$ cat src/rtl/search_pkg.sv
// Shared definitions for the ping-pong search-window buffer: depth, bank states
// and the wrap-around read address helper.
package search_pkg;

    localparam int DEPTH  = 24;
    localparam int ADDR_W = 5;

    typedef enum logic [1:0] {
        EMPTY   = 2'd0,
        FULL    = 2'd1,
        READING = 2'd2
    } bank_st_e;

    // Operands are both below depth, so a single conditional subtract is enough.
    function automatic logic [ADDR_W-1:0] mod_add(
        input logic [ADDR_W-1:0] a,
        input logic [ADDR_W-1:0] b,
        input logic [ADDR_W:0]   depth
    );
        logic [ADDR_W:0] sum_s;
        sum_s = {1'b0, a} + {1'b0, b};
        if (sum_s >= depth) begin
            sum_s = sum_s - depth;
        end else begin
            sum_s = sum_s;
        end
        return sum_s[ADDR_W-1:0];
    endfunction

endpackage

$ cat src/rtl/search_mem_bank.sv
// One DEPTH-word pixel bank: synchronous write port and a registered read port
// whose output register clears on reset.
module search_mem_bank
    import search_pkg::*;
#(
    parameter int WORD_WIDETH = 8,
    parameter int BANK_DEPTH  = DEPTH
) (
    input  logic                   clk,
    input  logic                   rst_n,
    input  logic                   we_i,
    input  logic [ADDR_W-1:0]      waddr_i,
    input  logic [WORD_WIDETH-1:0] wdata_i,
    input  logic                   re_i,
    input  logic [ADDR_W-1:0]      raddr_i,
    output logic [WORD_WIDETH-1:0] rdata_o
);

    logic [WORD_WIDETH-1:0] mem_r [BANK_DEPTH];
    logic [WORD_WIDETH-1:0] rdata_q;

    // Storage array write; contents survive reset.
    always_ff @(posedge clk) begin
        if (we_i) begin
            mem_r[waddr_i] <= wdata_i;
        end
    end

    // Registered read port.
    always_ff @(posedge clk or negedge rst_n) begin
        if (!rst_n) begin
            rdata_q <= {WORD_WIDETH{1'b0}};
        end else if (re_i) begin
            rdata_q <= mem_r[raddr_i];
        end
    end

    assign rdata_o = rdata_q;

endmodule

$ cat src/rtl/search_mem.sv
// Ping-pong search-window buffer: fills one bank from the pixel stream while the
// other is replayed to the PE array starting at a ctr_word displacement.
module search_mem
    import search_pkg::*;
#(
    parameter int WORD_WIDETH = 8,
    parameter int OFS_W       = 4
) (
    input  logic                   clk,
    input  logic                   rst_n,
    input  logic                   in_valid,
    input  logic [WORD_WIDETH-1:0] in_data,
    output logic                   in_ready,
    input  logic [OFS_W-1:0]       ctr_word,
    input  logic                   mem_en_input,
    input  logic                   mem_init_mode,
    output logic                   out_valid,
    output logic [WORD_WIDETH-1:0] out_data,
    output logic                   out_last,
    output logic                   rd_bank,
    output logic                   underrun
);

    localparam logic [ADDR_W:0]   DEPTH_W  = (ADDR_W+1)'(DEPTH);
    localparam logic [ADDR_W-1:0] LAST_IDX = ADDR_W'(DEPTH - 1);

    bank_st_e          bank_st_q [2];
    bank_st_e          bank_st_d [2];
    logic              wr_bank_q, wr_bank_d;
    logic [ADDR_W-1:0] wr_ptr_q, wr_ptr_d;
    logic              rd_bank_q, rd_bank_d;
    logic              pass_act_q, pass_act_d;
    logic [ADDR_W-1:0] rd_cnt_q, rd_cnt_d;
    logic [ADDR_W-1:0] ofs_q, ofs_d;
    logic              underrun_q, underrun_d;
    logic              out_valid_q, out_last_q, out_sel_q;

    logic              in_ready_s;
    logic              rd_readable_s;
    logic              issue_s, last_s;
    logic [ADDR_W-1:0] rd_addr_s, cnt_next_s, ctr_ext_s;
    logic [1:0]        we_s, re_s;
    logic [WORD_WIDETH-1:0] rdata_s [2];

    assign in_ready_s    = (bank_st_q[wr_bank_q] == EMPTY);
    assign rd_readable_s = (bank_st_q[rd_bank_q] == FULL) || (bank_st_q[rd_bank_q] == READING);
    assign cnt_next_s    = rd_cnt_q + {{(ADDR_W-1){1'b0}}, 1'b1};
    assign ctr_ext_s     = {{(ADDR_W-OFS_W){1'b0}}, ctr_word};

    // Write-side fill control and read-side pass control.
    always_comb begin
        bank_st_d[0] = bank_st_q[0];
        bank_st_d[1] = bank_st_q[1];
        wr_bank_d    = wr_bank_q;
        wr_ptr_d     = wr_ptr_q;
        rd_bank_d    = rd_bank_q;
        pass_act_d   = pass_act_q;
        rd_cnt_d     = rd_cnt_q;
        ofs_d        = ofs_q;
        underrun_d   = underrun_q;
        we_s         = 2'b00;
        re_s         = 2'b00;
        issue_s      = 1'b0;
        last_s       = 1'b0;
        rd_addr_s    = {ADDR_W{1'b0}};

        if (in_valid && in_ready_s) begin
            we_s[wr_bank_q] = 1'b1;
            if (wr_ptr_q == LAST_IDX) begin
                bank_st_d[wr_bank_q] = FULL;
                wr_ptr_d             = {ADDR_W{1'b0}};
                wr_bank_d            = ~wr_bank_q;
            end else begin
                wr_ptr_d = wr_ptr_q + {{(ADDR_W-1){1'b0}}, 1'b1};
            end
        end else begin
            wr_ptr_d = wr_ptr_q;
        end

        // Start and restart both rewind to word 0 of the pass at a fresh offset.
        if (mem_en_input) begin
            if (mem_init_mode) begin
                if (rd_readable_s) begin
                    issue_s              = 1'b1;
                    ofs_d                = ctr_ext_s;
                    rd_cnt_d             = {ADDR_W{1'b0}};
                    pass_act_d           = 1'b1;
                    bank_st_d[rd_bank_q] = READING;
                    rd_addr_s            = mod_add({ADDR_W{1'b0}}, ctr_ext_s, DEPTH_W);
                end else begin
                    underrun_d = 1'b1;
                end
            end else begin
                if (pass_act_q) begin
                    issue_s   = 1'b1;
                    rd_cnt_d  = cnt_next_s;
                    rd_addr_s = mod_add(cnt_next_s, ofs_q, DEPTH_W);
                    if (cnt_next_s == LAST_IDX) begin
                        last_s               = 1'b1;
                        pass_act_d           = 1'b0;
                        bank_st_d[rd_bank_q] = EMPTY;
                        rd_bank_d            = ~rd_bank_q;
                    end else begin
                        last_s = 1'b0;
                    end
                end else begin
                    underrun_d = 1'b1;
                end
            end
        end else begin
            issue_s = 1'b0;
        end

        re_s[rd_bank_q] = issue_s;
    end

    // Control state and output registers.
    always_ff @(posedge clk or negedge rst_n) begin
        if (!rst_n) begin
            bank_st_q[0] <= EMPTY;
            bank_st_q[1] <= EMPTY;
            wr_bank_q    <= 1'b0;
            wr_ptr_q     <= {ADDR_W{1'b0}};
            rd_bank_q    <= 1'b0;
            pass_act_q   <= 1'b0;
            rd_cnt_q     <= {ADDR_W{1'b0}};
            ofs_q        <= {ADDR_W{1'b0}};
            underrun_q   <= 1'b0;
            out_valid_q  <= 1'b0;
            out_last_q   <= 1'b0;
            out_sel_q    <= 1'b0;
        end else begin
            bank_st_q[0] <= bank_st_d[0];
            bank_st_q[1] <= bank_st_d[1];
            wr_bank_q    <= wr_bank_d;
            wr_ptr_q     <= wr_ptr_d;
            rd_bank_q    <= rd_bank_d;
            pass_act_q   <= pass_act_d;
            rd_cnt_q     <= rd_cnt_d;
            ofs_q        <= ofs_d;
            underrun_q   <= underrun_d;
            out_valid_q  <= issue_s;
            out_last_q   <= issue_s && last_s;
            out_sel_q    <= issue_s ? rd_bank_q : out_sel_q;
        end
    end

    for (genvar b = 0; b < 2; b++) begin : g_bank
        search_mem_bank #(
            .WORD_WIDETH (WORD_WIDETH),
            .BANK_DEPTH  (DEPTH)
        ) u_bank (
            .clk     (clk),
            .rst_n   (rst_n),
            .we_i    (we_s[b]),
            .waddr_i (wr_ptr_q),
            .wdata_i (in_data),
            .re_i    (re_s[b]),
            .raddr_i (rd_addr_s),
            .rdata_o (rdata_s[b])
        );
    end

    assign in_ready  = in_ready_s;
    assign out_valid = out_valid_q;
    assign out_data  = out_sel_q ? rdata_s[1] : rdata_s[0];
    assign out_last  = out_last_q;
    assign rd_bank   = rd_bank_q;
    assign underrun  = underrun_q;

endmodule

$ cat config.mk
export PLATFORM = sky130hd
export DESIGN_NAME = search_mem
export DESIGN_NICKNAME = d
export VERILOG_FILES = /design/src/rtl/search_pkg.sv /design/src/rtl/search_mem_bank.sv /design/src/rtl/search_mem.sv
export SDC_FILE = /design/constraint.sdc
export NUM_CORES = 1
export LEC_CHECK = 0
export ABC_AREA = 0
export BUFFER_PORTS_ARGS = -buffer_cell sky130_fd_sc_hd__buf_2
export CAP_MARGIN = 20
export CORE_MARGIN = 2
export CORE_UTILIZATION = 62
export DETAILED_ROUTE_END_ITERATION = 16
export PLACE_DENSITY_LB_ADDON = 0.12
export SYNTH_ARGS = -nofsm -noshare
export SYNTH_HDL_FRONTEND = slang
export SYNTH_HIERARCHICAL = 1
export SYNTH_SLANG_ARGS = --single-unit
$ cat constraint.sdc
create_clock -name clk -period 4.25 [get_ports clk]
set_clock_uncertainty 0.2 [all_clocks]
set_input_delay 0.425 -clock clk [delete_from_list [all_inputs] [get_ports clk]]
set_output_delay 0.425 -clock clk [all_outputs]
set_load 0.01 [all_outputs]
==> flow_summary_export.csv <==
group,metric,value,unit
status,status,"finished clean",
place,port_buffers,29,
logic_synthesis,postSynthRegisterBits,425,
hold_path,min_path_type,"primary input to flop",
hold_path,hold_depth,2,
timing,worstMarginPinSlew,1.063,ns
logic_synthesis,yosysWarnings,6,
power_and_ir_drop,pwr-share-comb,21.8,%
route,drt_wl_total,36.47,mm
place,pre_cts_ws,0.5291,ns
logic_synthesis,synth_edf_count,384,
power_and_ir_drop,seq_power_share,45.7,%
floorplanning,core,27630,um2
global_route,grt_pass1_wl,54.54,mm
floorplanning,die_w,171.3,um
timing,whs,0.05100,ns
final_layout,fin_nets,1065,
timing,slew_headroom,29.11,%
clock_network,cts.reportedPaths.clkPinSlew,0.06,ns
clock_network,clock_latency,0.54,ns
final_layout,multi_input_area,4380,um2
logic_synthesis,syn_avg_cell_area,17.38,um2
global_route,grtUsageTotal,25.50,%
final_layout,regArea,12560,um2
clock_network,cts_tree,"built",
power_and_ir_drop,power.leakage,6.181,nW
worst_setup_path,cp.arrival,4.04,ns
power_and_ir_drop,p_per_area,575.8,nW/um2
route,via_count,9159,
worst_setup_path,worstPathRequired,4.50,ns
global_route,grt_max_degree,49,
power_and_ir_drop,power.switching,0.003154,W
timing,max_freq,264.1,MHz
worst_setup_path,r2r_cells,12,
timing,fin_crit_sh,89.09,%
route,detail-route-antenna-nets,0,
worst_setup_path,startpoint_type,"flop",
logic_synthesis,netlist_area,17350,um2
flow_run,cap_violations,0,
route,drt_first_iter_violations,1060,
final_layout,fin_util,69.51,%
route,drc,0,
final_layout,areaGrowthSynthToFinish,10.71,%
floorplanning,rows,61,
floorplanning,die_h,171.3,um
logic_synthesis,synth_top_cell_by_area,"edfxtp_1",
route,dr.pass1.iters,5,
logic_synthesis,async_flop_share,9.647,%
clock_network,clock_tree.buffer_depth,3,
logic_synthesis,syn_inst,998,
floorplanning,initial_core_util,62.79,%
clock_network,cts-root-buf,"clkbuf_16",
timing,post-route-min-period,3.786,ns
clock_network,htreeDepth,2,
logic_synthesis,yosys-top-cells-area,"edfxtp_1 66%, mux2i_1 7.6%, dfrtp_1 5.9%",
timing,hold_violations,0,
clock_network,cts-resized-gates,0,
worst_setup_path,endpoint_kind,"flop",
timing,setup_viol,0,
timing,drv_slew,0,
global_route,antenna_found_initial,0,
worst_setup_path,cp_max_fo,8,
final_layout,num-fill-cells,1803,
power_and_ir_drop,power.internal,0.007906,W
clock_network,numCtsBuffers,42,
floorplanning,dieArea,29340,um2
worst_setup_path,crit_type,"flop to flop",
power_and_ir_drop,clockPowerShare,32.6,%
global_route,grt_pass1_vias,8649,
timing,fin_tns_setup,0,ns
clock_network,cts.sinks,425,
floorplanning,ios,30,
timing,fin_ws,0.4635,ns
global_route,overflow,0,
logic_synthesis,seq_area_frac_synth,72.38,%
power_and_ir_drop,power.share.switching,28.52,%
timing,rsz0062_at_grt,"false",
logic_synthesis,synth_nets,1023,
power_and_ir_drop,vdd_drop_max,365.8,uV
place,place.gp.congestion,0.8663,
logic_synthesis,ys.flop_type,"edfxtp_1",
route,wl_per_cell,25.17,um
logic_synthesis,synth_top_area_share,66.47,%
place,dp_hpwl,22.41,mm
final_layout,drive_gt1_share,14.94,%
logic_synthesis,synthDistinctLibCells,63,
final_layout,n_antenna_cell,0,
route,routed_via_density,6.321,
## through the flow
step,instance area [um2],std cells,power (W)
after floorplan,17350,998,0.006775
after global placement,17820,1369,0.007477
after detailed placement,17820,1369,0.007501
after CTS,19210,1449,0.01107
after global routing,19210,1449,0.01147
final,19210,1449,0.01106
## critical path, cell delays in order, from the launching register on
cell and delay, ns:
dfrtp_1 0.42, inv_1 0.11, ha_1 0.31, inv_1 0.06, ha_1 0.27, a21o_1 0.16, a21oi_1 0.36, xnor2_1 0.19
xnor2_1 0.14, o21ai_1 0.21, nor3b_1 0.84, nand3_1 0.25, o2111ai_1 0.18
## cell usage in the layout (no fill, tap or decap), types with 5 or more instances in the layout
cell type	instances
edfxtp_1	384
mux2i_1	132
a22oi_1	80
nor2_1	63
clkbuf_16	45
dfrtp_1	41
mux4_2	30
buf_2	29
inv_1	21
nand3_1	20
nand4_1	17
o2111ai_1	17
buf_4	15
nand3b_1	11
clkinv_1	11
mux2_2	10
nand2_1	10
clkbuf_1	10
xnor2_1	9
a21oi_1	8
nor2b_1	8
and2_1	7
ha_1	7
a21o_1	5
mux2_1	5
dlygate4sd3_1	5
## synth_stat cells (7+ instances only)
cell	count
a22oi_1	80
buf_1	15
mux2_2	10
buf_6	7
buf_2	13
and2_1	7
inv_1	21
nand3b_1	11
nor2_1	63
a21oi_1	8
buf_4	10
ha_1	7
xnor2_1	9
mux4_2	30
mux2i_1	132
nand2_1	10
nor2b_1	8
dfrtp_1	41
clkbuf_1	7
nand4_1	17
nand3_1	20
edfxtp_1	384
o2111ai_1	17
## power by group through the flow
| stage | logic (W) | registers (W) | clock network (W) |
|---|---|---|---|
| final | 0.00241 | 0.00505 | 0.00360 |
| after CTS | 0.00239 | 0.00504 | 0.00364 |
| after global placement | 0.00236 | 0.00512 | 0 |
| after detailed placement | 0.00238 | 0.00513 | 0 |
| after global routing | 0.00259 | 0.00506 | 0.00381 |
| after floorplan | 0.00176 | 0.00501 | 0 |
## worst paths after layout
| check | from | endpoint | slack (ns) |
|---|---|---|---|
| worst max-delay path | rd_cnt_q[0] | g_bank[1].u_bank/rdata_o[0] | 0.46 |
| worst min-delay path | mem_en_input | underrun | 0.05 |
| worst max register to register | rd_cnt_q[0] | g_bank[1].u_bank/rdata_o[0] | 0.46 |
| worst min register to register | underrun | underrun | 0.27 |
| max in group asynchronous | rst_n | g_bank[0].u_bank/rdata_o[7] | 2.84 |
| min in group asynchronous | rst_n | ofs_q[1] | 0.38 |
## state kept, by name (all words and copies together) (netlist names), 4 cells and up
register and count:
g_bank.u_bank/mem_r 384, g_bank.u_bank/rdata_o 16, rd_cnt_q 5, wr_ptr_q 5
bank_st_q 4, ofs_q 4
## per-layer routing
metal | routed length [um] | share of wire, % | GRT usage (%) | vias up
li1 | - | - | - | 4067
met1 | 16940 | 46 | 41.29 | 4665
met2 | 15540 | 43 | 34.80 | 373
met3 | 2991 | 8.2 | 5.476 | 54
met4 | 1004 | 2.8 | 7.922 | 0
met5 | 0 | 0 | 0 | -
## kinds of logic after synthesis
logic type                 synth area share [%]
DFF                                       72.38
muxes                                     12.96
and+or+nand+nor                           5.424
AOI/OAI and AO/OA                         5.532
buffers and inverters                     2.481
xor gates and xnor gates                 0.5987
adders and majority gates                0.6202
## layout make-up
type	count	area share, %
sequential	425	65.38
multi-input combinational	496	22.81
clock buffer	56	6.130
tap	378	2.463
timing repair buffer	52	1.915
clock inverter	19	0.8404
inverter	23	0.4625
## repair_timing
action                                 CTS  global route
setup buffers                            0             0
endpoints found under the hold margin   45             0
hold buffers                             5             0
(Power assumes the default switching activity.)
